### src/rtl/common.sv
// Shared scheduler types and RV32I base opcodes, plus the decode of which
// register fields an opcode actually uses.
package common;

    typedef enum logic {
        RUN   = 1'b0,
        FLUSH = 1'b1
    } sched_state_t;

    localparam logic [6:0] OPC_LUI    = 7'b0110111;
    localparam logic [6:0] OPC_AUIPC  = 7'b0010111;
    localparam logic [6:0] OPC_JAL    = 7'b1101111;
    localparam logic [6:0] OPC_JALR   = 7'b1100111;
    localparam logic [6:0] OPC_BRANCH = 7'b1100011;
    localparam logic [6:0] OPC_LOAD   = 7'b0000011;
    localparam logic [6:0] OPC_STORE  = 7'b0100011;
    localparam logic [6:0] OPC_OP_IMM = 7'b0010011;
    localparam logic [6:0] OPC_OP     = 7'b0110011;
    localparam logic [6:0] OPC_SYSTEM = 7'b1110011;

    typedef struct packed {
        logic rs1;
        logic rs2;
        logic rd;
    } reg_use_t;

    // Unlisted opcodes are treated like an I-type: read rs1, write rd.
    function automatic reg_use_t decode_use(input logic [6:0] opc);
        reg_use_t u;
        u.rs1 = 1'b1;
        u.rs2 = 1'b0;
        u.rd  = 1'b1;
        case (opc)
            OPC_LUI, OPC_AUIPC, OPC_JAL: u.rs1 = 1'b0;
            OPC_BRANCH: begin
                u.rs2 = 1'b1;
                u.rd  = 1'b0;
            end
            OPC_STORE: begin
                u.rs2 = 1'b1;
                u.rd  = 1'b0;
            end
            OPC_OP: u.rs2 = 1'b1;
            OPC_JALR, OPC_LOAD, OPC_OP_IMM, OPC_SYSTEM: u.rs2 = 1'b0;
            default: u.rs2 = 1'b0;
        endcase
        return u;
    endfunction

endpackage

### src/rtl/reg_scoreboard.sv
// Register busy vector and in-flight write counter with a sticky error flag
// for write-backs that have no matching outstanding write.
module reg_scoreboard #(
    parameter int MAX_INFLIGHT = 4
) (
    input  logic        clk,
    input  logic        reset,
    input  logic        set_en,
    input  logic [4:0]  set_rd,
    input  logic        clr_en,
    input  logic [4:0]  clr_rd,
    output logic [31:0] busy,
    output logic        full,
    output logic        error
);

    localparam int CW = $clog2(MAX_INFLIGHT + 1);
    localparam logic [CW-1:0] MAX_CNT = CW'(MAX_INFLIGHT);

    logic [31:0]   busy_q, busy_d;
    logic [CW-1:0] count_q, count_d;
    logic          error_q, error_d;

    // Set is applied after clear so a same-register collision leaves it busy.
    always_comb begin
        busy_d = busy_q;
        if (clr_en) busy_d[clr_rd] = 1'b0;
        if (set_en) busy_d[set_rd] = 1'b1;
        busy_d[0] = 1'b0;

        count_d = count_q;
        if (set_en && !clr_en) begin
            count_d = count_q + CW'(1);
        end else if (!set_en && clr_en && (count_q != '0)) begin
            count_d = count_q - CW'(1);
        end

        error_d = error_q;
        if (clr_en && ((count_q == '0) || ((clr_rd != 5'd0) && !busy_q[clr_rd]))) begin
            error_d = 1'b1;
        end
    end

    always_ff @(posedge clk or posedge reset) begin
        if (reset) begin
            busy_q  <= '0;
            count_q <= '0;
            error_q <= 1'b0;
        end else begin
            busy_q  <= busy_d;
            count_q <= count_d;
            error_q <= error_d;
        end
    end

    assign busy  = busy_q;
    assign full  = (count_q == MAX_CNT);
    assign error = error_q;

endmodule

### src/rtl/decode_scheduler.sv
// Decode-stage issue control: register hazards, in-flight capacity limit and
// the post-redirect squash window.
module decode_scheduler #(
    parameter int MAX_INFLIGHT = 4,
    parameter int FLUSH_CYCLES = 2
) (
    input  logic       clk,
    input  logic       reset,
    input  logic       id_valid,
    input  logic [6:0] id_opcode,
    input  logic [4:0] id_rs1,
    input  logic [4:0] id_rs2,
    input  logic [4:0] id_rd,
    input  logic       ex_ready,
    input  logic       wb_valid,
    input  logic [4:0] wb_rd,
    input  logic       redirect,
    output logic       issue,
    output logic       stall_if,
    output logic       flush_id,
    output logic       sb_error
);

    import common::*;

    localparam int FW = (FLUSH_CYCLES < 1) ? 1 : $clog2(FLUSH_CYCLES + 1);
    localparam logic [FW-1:0] FLUSH_LOAD = FW'(FLUSH_CYCLES);

    sched_state_t  state_q, state_d;
    logic [FW-1:0] flush_cnt_q, flush_cnt_d;

    reg_use_t    use_c;
    logic [31:0] busy;
    logic        sb_full;
    logic        writes_rd;
    logic        hazard;
    logic        issue_c;
    logic        flush_c;
    logic        sb_set;

    reg_scoreboard #(
        .MAX_INFLIGHT (MAX_INFLIGHT)
    ) u_sb (
        .clk    (clk),
        .reset  (reset),
        .set_en (sb_set),
        .set_rd (id_rd),
        .clr_en (wb_valid),
        .clr_rd (wb_rd),
        .busy   (busy),
        .full   (sb_full),
        .error  (sb_error)
    );

    // Hazards look only at the registered busy vector; write-back is not bypassed.
    always_comb begin
        use_c     = decode_use(id_opcode);
        writes_rd = use_c.rd && (id_rd != 5'd0);
        hazard    = (use_c.rs1 && busy[id_rs1]) ||
                    (use_c.rs2 && busy[id_rs2]) ||
                    (use_c.rd  && busy[id_rd]);
        flush_c   = redirect || (state_q == FLUSH);
        issue_c   = id_valid && ex_ready && (state_q == RUN) && !redirect &&
                    !hazard && !(sb_full && writes_rd);
        sb_set    = issue_c && writes_rd;
    end

    always_comb begin
        state_d     = state_q;
        flush_cnt_d = flush_cnt_q;
        case (state_q)
            RUN: begin
                if (redirect && (FLUSH_CYCLES > 0)) begin
                    state_d     = FLUSH;
                    flush_cnt_d = FLUSH_LOAD;
                end
            end
            FLUSH: begin
                if (redirect) begin
                    flush_cnt_d = FLUSH_LOAD;
                end else if (flush_cnt_q <= FW'(1)) begin
                    state_d     = RUN;
                    flush_cnt_d = '0;
                end else begin
                    flush_cnt_d = flush_cnt_q - FW'(1);
                end
            end
            default: begin
                state_d     = RUN;
                flush_cnt_d = '0;
            end
        endcase
    end

    always_ff @(posedge clk or posedge reset) begin
        if (reset) begin
            state_q     <= RUN;
            flush_cnt_q <= '0;
        end else begin
            state_q     <= state_d;
            flush_cnt_q <= flush_cnt_d;
        end
    end

    assign issue    = issue_c;
    assign flush_id = flush_c;
    assign stall_if = id_valid && !issue_c && !flush_c;

endmodule

### config.mk
export PLATFORM = sky130hd
export DESIGN_NAME = decode_scheduler
export DESIGN_NICKNAME = d
export VERILOG_FILES = /design/src/rtl/common.sv /design/src/rtl/reg_scoreboard.sv /design/src/rtl/decode_scheduler.sv
export SDC_FILE = /design/constraint.sdc
export NUM_CORES = 1
export LEC_CHECK = 0
export BUFFER_PORTS_ARGS = -buffer_cell sky130_fd_sc_hd__buf_2
export CAP_MARGIN = 20
export CELL_PAD_IN_SITES_DETAIL_PLACEMENT = 0
export CELL_PAD_IN_SITES_GLOBAL_PLACEMENT = 1
export CORE_MARGIN = 4
export CORE_UTILIZATION = 35
export CTS_CLUSTER_DIAMETER = 30
export DETAILED_ROUTE_END_ITERATION = 10
export PLACE_DENSITY_LB_ADDON = 0.1
export SETUP_SLACK_MARGIN = 0.5
export SLEW_MARGIN = 20
export SYNTH_ARGS = -nofsm -noshare
export SYNTH_HDL_FRONTEND = slang
export SYNTH_SLANG_ARGS = --single-unit
### constraint.sdc
create_clock -name clk -period 4.58 [get_ports clk]
set_clock_uncertainty 0.15 [all_clocks]
set_input_delay 0.229 -clock clk [delete_from_list [all_inputs] [get_ports clk]]
set_output_delay 0.229 -clock clk [all_outputs]
set_load 0.02 [all_outputs]
==> Implementation_results.wiki, run 1 <==
{| class="wikitable"
! Metric !! Value
|-
| Outcome || finished, final reports clean
|-
| Delay-heaviest family, CP || compound AO/OA/AOI/OAI gates
|-
| Count of vias placed by the detailed router || 2571
|-
| Hpwl dp || 6.96 mm
|-
| Maximum ir drop on the vdd rail || 0.109 mV
|-
| Number of global-route vias before repair || 2587
|-
| Ant diodes || 0
|-
| Cell with the largest stage delay on the worst path || sky130_fd_sc_hd__fa_1
|-
| Worst hold path type || in -> reg
|-
| Yosys synthesis warning count || 0
|-
| Delay of the slowest cell on the worst path || 0.54 ns
|-
| Worst setup slack before clock tree synthesis || 0.955 ns
|-
| Clock sink total || 38
|-
| Drt initial violations || between 100 and 150
|-
| Num CTS Buffers || 5
|-
| Start-to-end type of the worst setup path || reg -> reg
|-
| Worst Path Max Fanout || 10
|-
| Worst setup slack for register-to-register paths || 1.04 ns
|-
| First-pass GRT wire length || 14.9 mm
|-
| Floorplan die height || 99.3 um
|-
| Share of final-layout standard cells stronger than drive strength 1 || 0.254
|-
| Row count || 33
|-
| Total standard cell area after synthesis || 2920 um2
|-
| Final hold viol count || 0
|-
| Time the worst path needs with I/O delays and setup || 3.54 ns
|-
| Clock root buffer || sky130_fd_sc_hd__clkbuf_8
|-
| Largest area contributor in the synthesized netlist || sky130_fd_sc_hd__dfrtp_1
|-
| Sort of element at the end of the critical path || flip-flop
|-
| DIE WIDTH || 99.3 um
|-
| Reg clk slew, reported paths || 0.08 ns
|-
| Proportion of synthesized flip-flops having asynchronous set or reset || 1.00
|-
| Critical Path Start || u_sb.busy[14]$_DFF_PP0_
|-
| Number of post-CTS setup repair buffers || 0
|-
| Gate count of the mapped netlist || 284
|-
| Max-cap viol count || 0
|-
| Worst-skew pair later-pin latency || 0.30 ns
|-
| Most common library cell in the layout ignoring fill and taps || sky130_fd_sc_hd__o21ai_0
|-
| Transition time at the pin with the least slew margin || 0.621 ns
|-
| Data arrival time at the worst-slack endpoint || around 3.6 ns
|-
| All-Layer GR Usage || 0.194
|-
| Weighted congestion reported at the end of routability-driven placement || 0.858
|-
| H-tree levels || 2
|-
| Slew Viols, Final || 0
|-
| Critical path launch point type || flip-flop
|-
| Max Clock Freq || roughly 280 MHz
|-
| Number of distinct library cells after synthesis || between 40 and 50
|-
| Initial antenna violation count || 0
|-
| Number of iterations in the first detailed-routing pass || 4
|-
| Fin nets || ~350
|-
| Wirelength per Cell || 22.1 um
|-
| Post-synthesis sequential area ratio || 0.326
|-
| Top library cells by usage in the layout, fill and taps aside || 40 x sky130_fd_sc_hd__o21ai_0, 38 x sky130_fd_sc_hd__dfrtp_1, 36 x sky130_fd_sc_hd__buf_2
|-
| Start of the worst register-to-register path || u_sb.busy[14]$_DFF_PP0_
|-
| Die outline area || roughly 9900 um2
|-
| Residual antenna-violating net count after detailed routing || 0
|-
| Total routed wirelength || 9.18 mm
|-
| RSZ-0062 raised after global routing || no
|-
| Post-synth EDFFs || 0
|-
| # setup viols final || 0
|-
| Clock tree from TritonCTS || built
|-
| Initial Utilization || 0.357
|-
| Worst Min Path Start || wb_valid
|-
| Vias per cell || between 6 and 7
|-
| Number of I/O pins || 37
|-
| Filler instances || 835
|-
| Largest net degree at the start of global routing || 39
|-
| Storage element area || 951 um2
|-
| Core Footprint || 8180 um2
|-
| Post-route clock period utilization || 0.772
|-
| Layout Area Growth over Synthesis || 12.0%
|-
| Number of nets produced by synthesis || 318
|-
| Area share of the leading cell type in the synthesized netlist || 0.326
|-
| Count of buffers inserted at the top-level ports || 36
|-
| Per-instance average area after synthesis || roughly 10 um2
|-
| Ordered list of cells on the worst path || mux4_2 > a2bb2oi_1 > a221o_1 > a31o_2 > nor3_4 > nand2b_1 > fa_1 > o211ai_1 > mux2_2 > o211ai_1
|-
| Count of buffering cells on the critical path with inverters included || 0
|-
| FF+latch count, synth || 38
|-
| Worst setup margin || between 1 and 1.5 ns
|-
| Worst Path Required || 4.65 ns
|-
| Most instantiated flip-flop cell in the synthesis netlist || sky130_fd_sc_hd__dfrtp_1
|-
| Power per cell area || 257 nW/um2
|-
| Most Frequent Cell on Critical Path || sky130_fd_sc_hd__o211ai_1
|-
| Summed negative setup slack over all endpoints || 0 ns
|-
| Cell leakage power || between 1 and 1.5 nW
|-
| Remaining DRCs || 0
|-
| Relative slew slack || 0.586
|-
| Multi-input gate area in the final layout || 1870 um2
|-
| Leftover overflow at the end of global routing || 0
|-
| Buffer depth of the longest clock path || 2
|-
| # resized after CTS || 0
|-
| Dominant cells by area after synthesis || sky130_fd_sc_hd__dfrtp_1 33%, sky130_fd_sc_hd__mux4_2 15%, sky130_fd_sc_hd__mux2i_1 10%, sky130_fd_sc_hd__o21ai_0 6.9%, sky130_fd_sc_hd__o31ai_1 5.9%
|-
| Hold buffer count at cts || 2
|}
kinds of logic (layout without fill, tap and decap cells):
family | Yosys count | after routing | share of synthesized area
compound gates | 96 | 96 | 0.213
fa+ha+maj | 1 | 1 | 0.00686
buf+inv | 25 | 52 | 0.0330
xor+xnor | 1 | 1 | 0.00300
simple gates | 69 | 69 | 0.150
mux | 54 | 54 | 0.269
flops | 38 | 38 | 0.326
final cells by class:
class                      count  share of cell area
sequential                    38               0.291
multi-input combinational    221               0.573
inverter                       6             0.00689
timing repair buffer          39              0.0636
tap                          105              0.0402
clock inverter                 2             0.00460
clock buffer                   5              0.0211
cells in the mapped netlist (6+ instances only):
master	instances
sky130_fd_sc_hd__o22ai_1	8
sky130_fd_sc_hd__nand2b_1	12
sky130_fd_sc_hd__inv_1	6
sky130_fd_sc_hd__nor2b_1	7
sky130_fd_sc_hd__o31ai_1	23
sky130_fd_sc_hd__dfrtp_1	38
sky130_fd_sc_hd__nand2_1	9
sky130_fd_sc_hd__nand3_1	7
sky130_fd_sc_hd__o21ai_0	40
sky130_fd_sc_hd__or3b_2	8
sky130_fd_sc_hd__clkbuf_1	12
sky130_fd_sc_hd__mux2i_1	30
sky130_fd_sc_hd__mux4_2	19
sky130_fd_sc_hd__nand3b_1	9
power breakdown:
group          total (mW)  internal (mW)  switching (mW)  leakage, nW
clock               0.234          0.104           0.130       0.0362
sequential          0.404          0.361          0.0425        0.510
combinational       0.202         0.0956           0.106        0.736
sequential cells by signal, indices dropped and copies added (netlist names):
name / flops
flush_cnt_q: 2
u_sb.count_q: 3
u_sb.busy: 31
u_sb.error: 1
state_q: 1
worst reg2reg max path: cells and delay by family (launching register included):
kind / cells / cell delay, ns
AO/OA/AOI/OAI: 5 / 0.97
adder cells (fa/ha/maj): 1 / 0.54
flip-flops: 1 / 0.45
multiplexers: 2 / 0.78
AND/OR/NAND/NOR: 2 / 0.58
path summary, 6_finish.rpt:
check | cells after the start | end
setup reg to reg | 10 | u_sb.count_q[1]$_DFFE_PP0P_
min in group asynchronous | 4 | u_sb.busy[26]$_DFF_PP0_
max in group asynchronous | 4 | u_sb.busy[9]$_DFF_PP0_
setup / recovery | 10 | u_sb.count_q[1]$_DFFE_PP0P_
hold / removal | 2 | u_sb.error$_DFFE_PP0P_
hold reg to reg | 1 | u_sb.error$_DFFE_PP0P_
routing by layer:
layer  vias to the layer above  GRT usage  wire, um
li1                       1176          -         -
met1                      1306      0.291      4270
met2                        79      0.299      4280
met5                         -          0         0
met4                         0     0.0473       138
met3                        10     0.0245       497
through the flow:
stage / area, um2 / power, mW / util / cells / hold WS (ns)
CTS: 3270 / 0.845 / 0.400 / 416 / 0.173
finish: 3270 / 0.839 / 0.400 / 416 / 0.175
global placement: 3160 / 0.608 / 0.387 / 407 / 0.238
floorplan: 2920 / 0.545 / - / 284 / 0.142
detailed placement: 3160 / 0.611 / 0.387 / 407 / 0.243
global route: 3270 / 0.891 / 0.400 / 416 / 0.198
Note: power is estimated with default switching activity, not from simulation.
==> inputs of run 2 (changes only) <==
Clock period 4.58 ns to 3.3 ns, I/O delays scaled along.
==> Implementation_results.wiki, run 2 (same netlist as run 1, synthesis figures left out) <==
{| class="wikitable"
! Metric !! Value
|-
| Outcome || finished, final reports clean
|-
| Time the worst path needs with I/O delays and setup || 3.12 ns (-0.415 ns)
|-
| Largest net degree at the start of global routing || 39 (unchanged)
|-
| Final hold viol count || 0 (unchanged)
|-
| Relative slew slack || 0.660 (+0.0742)
|-
| Count of buffers inserted at the top-level ports || 36 (unchanged)
|-
| Sort of element at the end of the critical path || flip-flop
|-
| Remaining DRCs || 0 (unchanged)
|-
| Worst setup margin || 0.178 ns (-0.865 ns)
|-
| Slew Viols, Final || 0 (unchanged)
|-
| Power per cell area || 344 nW/um2 (+34%)
|-
| Max Clock Freq || 320 MHz (+13%)
|-
| Count of vias placed by the detailed router || 2698 (+4.9%)
|-
| Worst Path Required || 3.37 ns (-1.28 ns)
|-
| Initial Utilization || 0.357 (unchanged)
|-
| RSZ-0062 raised after global routing || yes
|-
| Fin nets || 369 (+7.0%)
|-
| Worst hold path type || in -> reg
|-
| Max-cap viol count || 0 (unchanged)
|-
| Worst-skew pair later-pin latency || 0.30 ns (about the same)
|-
| Start of the worst register-to-register path || u_sb.busy[7]$_DFF_PP0_
|-
| Fraction of met1 tracks used by global routing || 0.289 (-0.00210)
|-
| Data arrival time at the worst-slack endpoint || 3.19 ns (-0.42 ns)
|-
| Vias per cell || 6.12 (-1.0%)
|-
| Most utilized layer in the global route result || met2
|-
| DIE WIDTH || 99.3 um (unchanged)
|-
| Most common library cell in the layout ignoring fill and taps || sky130_fd_sc_hd__dfrtp_1
|-
| Number of global-route vias before repair || 2695 (+4.2%)
|-
| Flip-flop count of the largest register, all copies and words added || 31 (unchanged)
|-
| Top library cells by usage in the layout, fill and taps aside || 38 x sky130_fd_sc_hd__dfrtp_1, 34 x sky130_fd_sc_hd__o21ai_0, 34 x sky130_fd_sc_hd__buf_2
|-
| Wirelength per Cell || 22.3 um (+1.0%)
|-
| First-pass GRT wire length || 15.5 mm (+4.5%)
|-
| Final cell area excluding filler cells || 3610 um2 (+11%)
|-
| # setup viols final || 0 (unchanged)
|-
| Maximum ir drop on the vdd rail || 0.143 mV (+31%)
|-
| Total routed wirelength || 9.83 mm (+7.1%)
|-
| Critical path launch point type || flip-flop
|-
| Clock root buffer || sky130_fd_sc_hd__clkbuf_8
|-
| Hold Path Cell Cnt || 2 (unchanged)
|-
| Initial antenna violation count || 0 (unchanged)
|-
| Row count || 33 (unchanged)
|-
| Leftover overflow at the end of global routing || 0 (unchanged)
|-
| Core Footprint || 8180 um2 (unchanged)
|-
| Die outline area || 9860 um2 (unchanged)
|-
| Num CTS Buffers || 5 (unchanged)
|-
| Floorplan die height || 99.3 um (unchanged)
|-
| Worst setup slack before clock tree synthesis || 0.119 ns (-0.836 ns)
|-
| Number of I/O pins || 37 (unchanged)
|-
| All-Layer GR Usage || 0.205 (+0.0105)
|-
| Summed negative setup slack over all endpoints || 0 ns (unchanged)
|-
| Number of iterations in the first detailed-routing pass || 4 (unchanged)
|-
| Weighted congestion reported at the end of routability-driven placement || 0.876 (+2.1%)
|-
| Clock sink total || 38 (unchanged)
|-
| Met2 Use GR || 0.312 (+0.0134)
|-
| Start-to-end type of the worst setup path || reg -> reg
|-
| Worst Path Max Fanout || 2 (-8)
|-
| Residual antenna-violating net count after detailed routing || 0 (unchanged)
|-
| Reg clk slew, reported paths || 0.08 ns (about the same)
|-
| Hold EP || u_sb.error$_DFFE_PP0P_
|-
| Layout Area Growth over Synthesis || 23.9%
|-
| Depth of the most critical reg-to-reg path || 10 (unchanged)
|-
| H-tree levels || 2 (unchanged)
|-
| Clock tree from TritonCTS || built
|-
| Drt initial violations || 253 (+73%)
|-
| Post-route clock period utilization || 0.946 (+0.174)
|-
| Transition time at the pin with the least slew margin || 0.510 ns (-0.111 ns)
|-
| Worst setup slack for register-to-register paths || 0.18 ns (-0.86 ns)
|-
| Ant diodes || 0 (unchanged)
|-
| Share of final-layout standard cells stronger than drive strength 1 || 0.354 (+0.100)
|-
| Worst Min Path Start || wb_valid
|-
| Critical R2R Capture || u_sb.count_q[1]$_DFFE_PP0P_
|-
| Overall Power || 1.24 mW (+48%)
|-
| Critical Path Start || u_sb.busy[7]$_DFF_PP0_
|-
| Buffer depth of the longest clock path || 2 (unchanged)
|-
| Cell leakage power || 1.44 nW (+13%)
|-
| Met3 usage || 0.0477 (+0.0231)
|-
| Hpwl dp || 7.20 mm (+3.5%)
|-
| Post-detailed-placement cell area || 3290 um2 (+4.0%)
|}
## run 2: changes by cell type in the layout (fill, tap and decap cells not counted), sizes merged
cell / delta
clkbuf: +1
clkinv: +1
clkinvlp: -1
buf: +24
## run 2: report_power, final
| group | total, mW | internal (mW) | leakage (nW) | switching [mW] |
|---|---|---|---|---|
| logic | 0.337 | 0.164 | 0.886 | 0.173 |
| clock network | 0.349 | 0.168 | 0.0472 | 0.181 |
| registers | 0.556 | 0.501 | 0.510 | 0.0548 |
| total | 1.24 | 0.834 | 1.44 | 0.409 |
## run 2: layout make-up
type,instances,area [um2]
fill,803,4560
multi-input combinational,221,1990
sequential,38,951
timing repair buffer,63,420
tap,105,131
clock buffer,6,82.6
inverter,6,22.5
clock inverter,2,12.5
## run 2: how the worst max path moves through the flow
stage,slack [ns],to
5_1_grt,0.07,u_sb.count_q[1]$_DFFE_PP0P_
4_1_cts,0.19,u_sb.count_q[1]$_DFFE_PP0P_
2_1_floorplan,0.04,u_sb.count_q[1]$_DFFE_PP0P_
3_3_place_gp,0.19,u_sb.count_q[1]$_DFFE_PP0P_
6_report,0.18,u_sb.count_q[1]$_DFFE_PP0P_
3_5_place_dp,0.12,u_sb.count_q[1]$_DFFE_PP0P_
## run 2: timing repair
item | CTS | global route
pin swaps | 2 | 1
endpoints found under the setup margin | 29 | 33
hold endpoints to repair | 41 | 0
buffers inserted | 8 | 1
hold buffers | 2 | 0
resized for setup | 9 | 24
## run 2: routing by layer
layer  vias up  routed length, um
li1       1236                  -
met4         0                221
met2       128               4490
met5         -                  0
met3        15                778
met1      1319               4340
## run 2: stage by stage
step / hold WS, ns / instances / util
5_1_grt: 0.139 / 441 / 0.442
2_1_floorplan: 0.0781 / 284 / -
4_1_cts: 0.115 / 440 / 0.428
3_3_place_gp: 0.176 / 422 / 0.402
3_5_place_dp: 0.165 / 422 / 0.402
6_report: 0.115 / 441 / 0.442
## run 2: worst max-delay path: stages, from the launching register on
cell and delay (ns):
sky130_fd_sc_hd__dfrtp_1 0.40, sky130_fd_sc_hd__mux4_2 0.48, sky130_fd_sc_hd__o21a_1 0.18, sky130_fd_sc_hd__a221o_1 0.36, sky130_fd_sc_hd__a31o_2 0.27, sky130_fd_sc_hd__nor3_4 0.14, sky130_fd_sc_hd__nand2b_1 0.09, sky130_fd_sc_hd__fa_1 0.51
sky130_fd_sc_hd__o211ai_1 0.09, sky130_fd_sc_hd__mux2_2 0.28, sky130_fd_sc_hd__o211ai_1 0.09
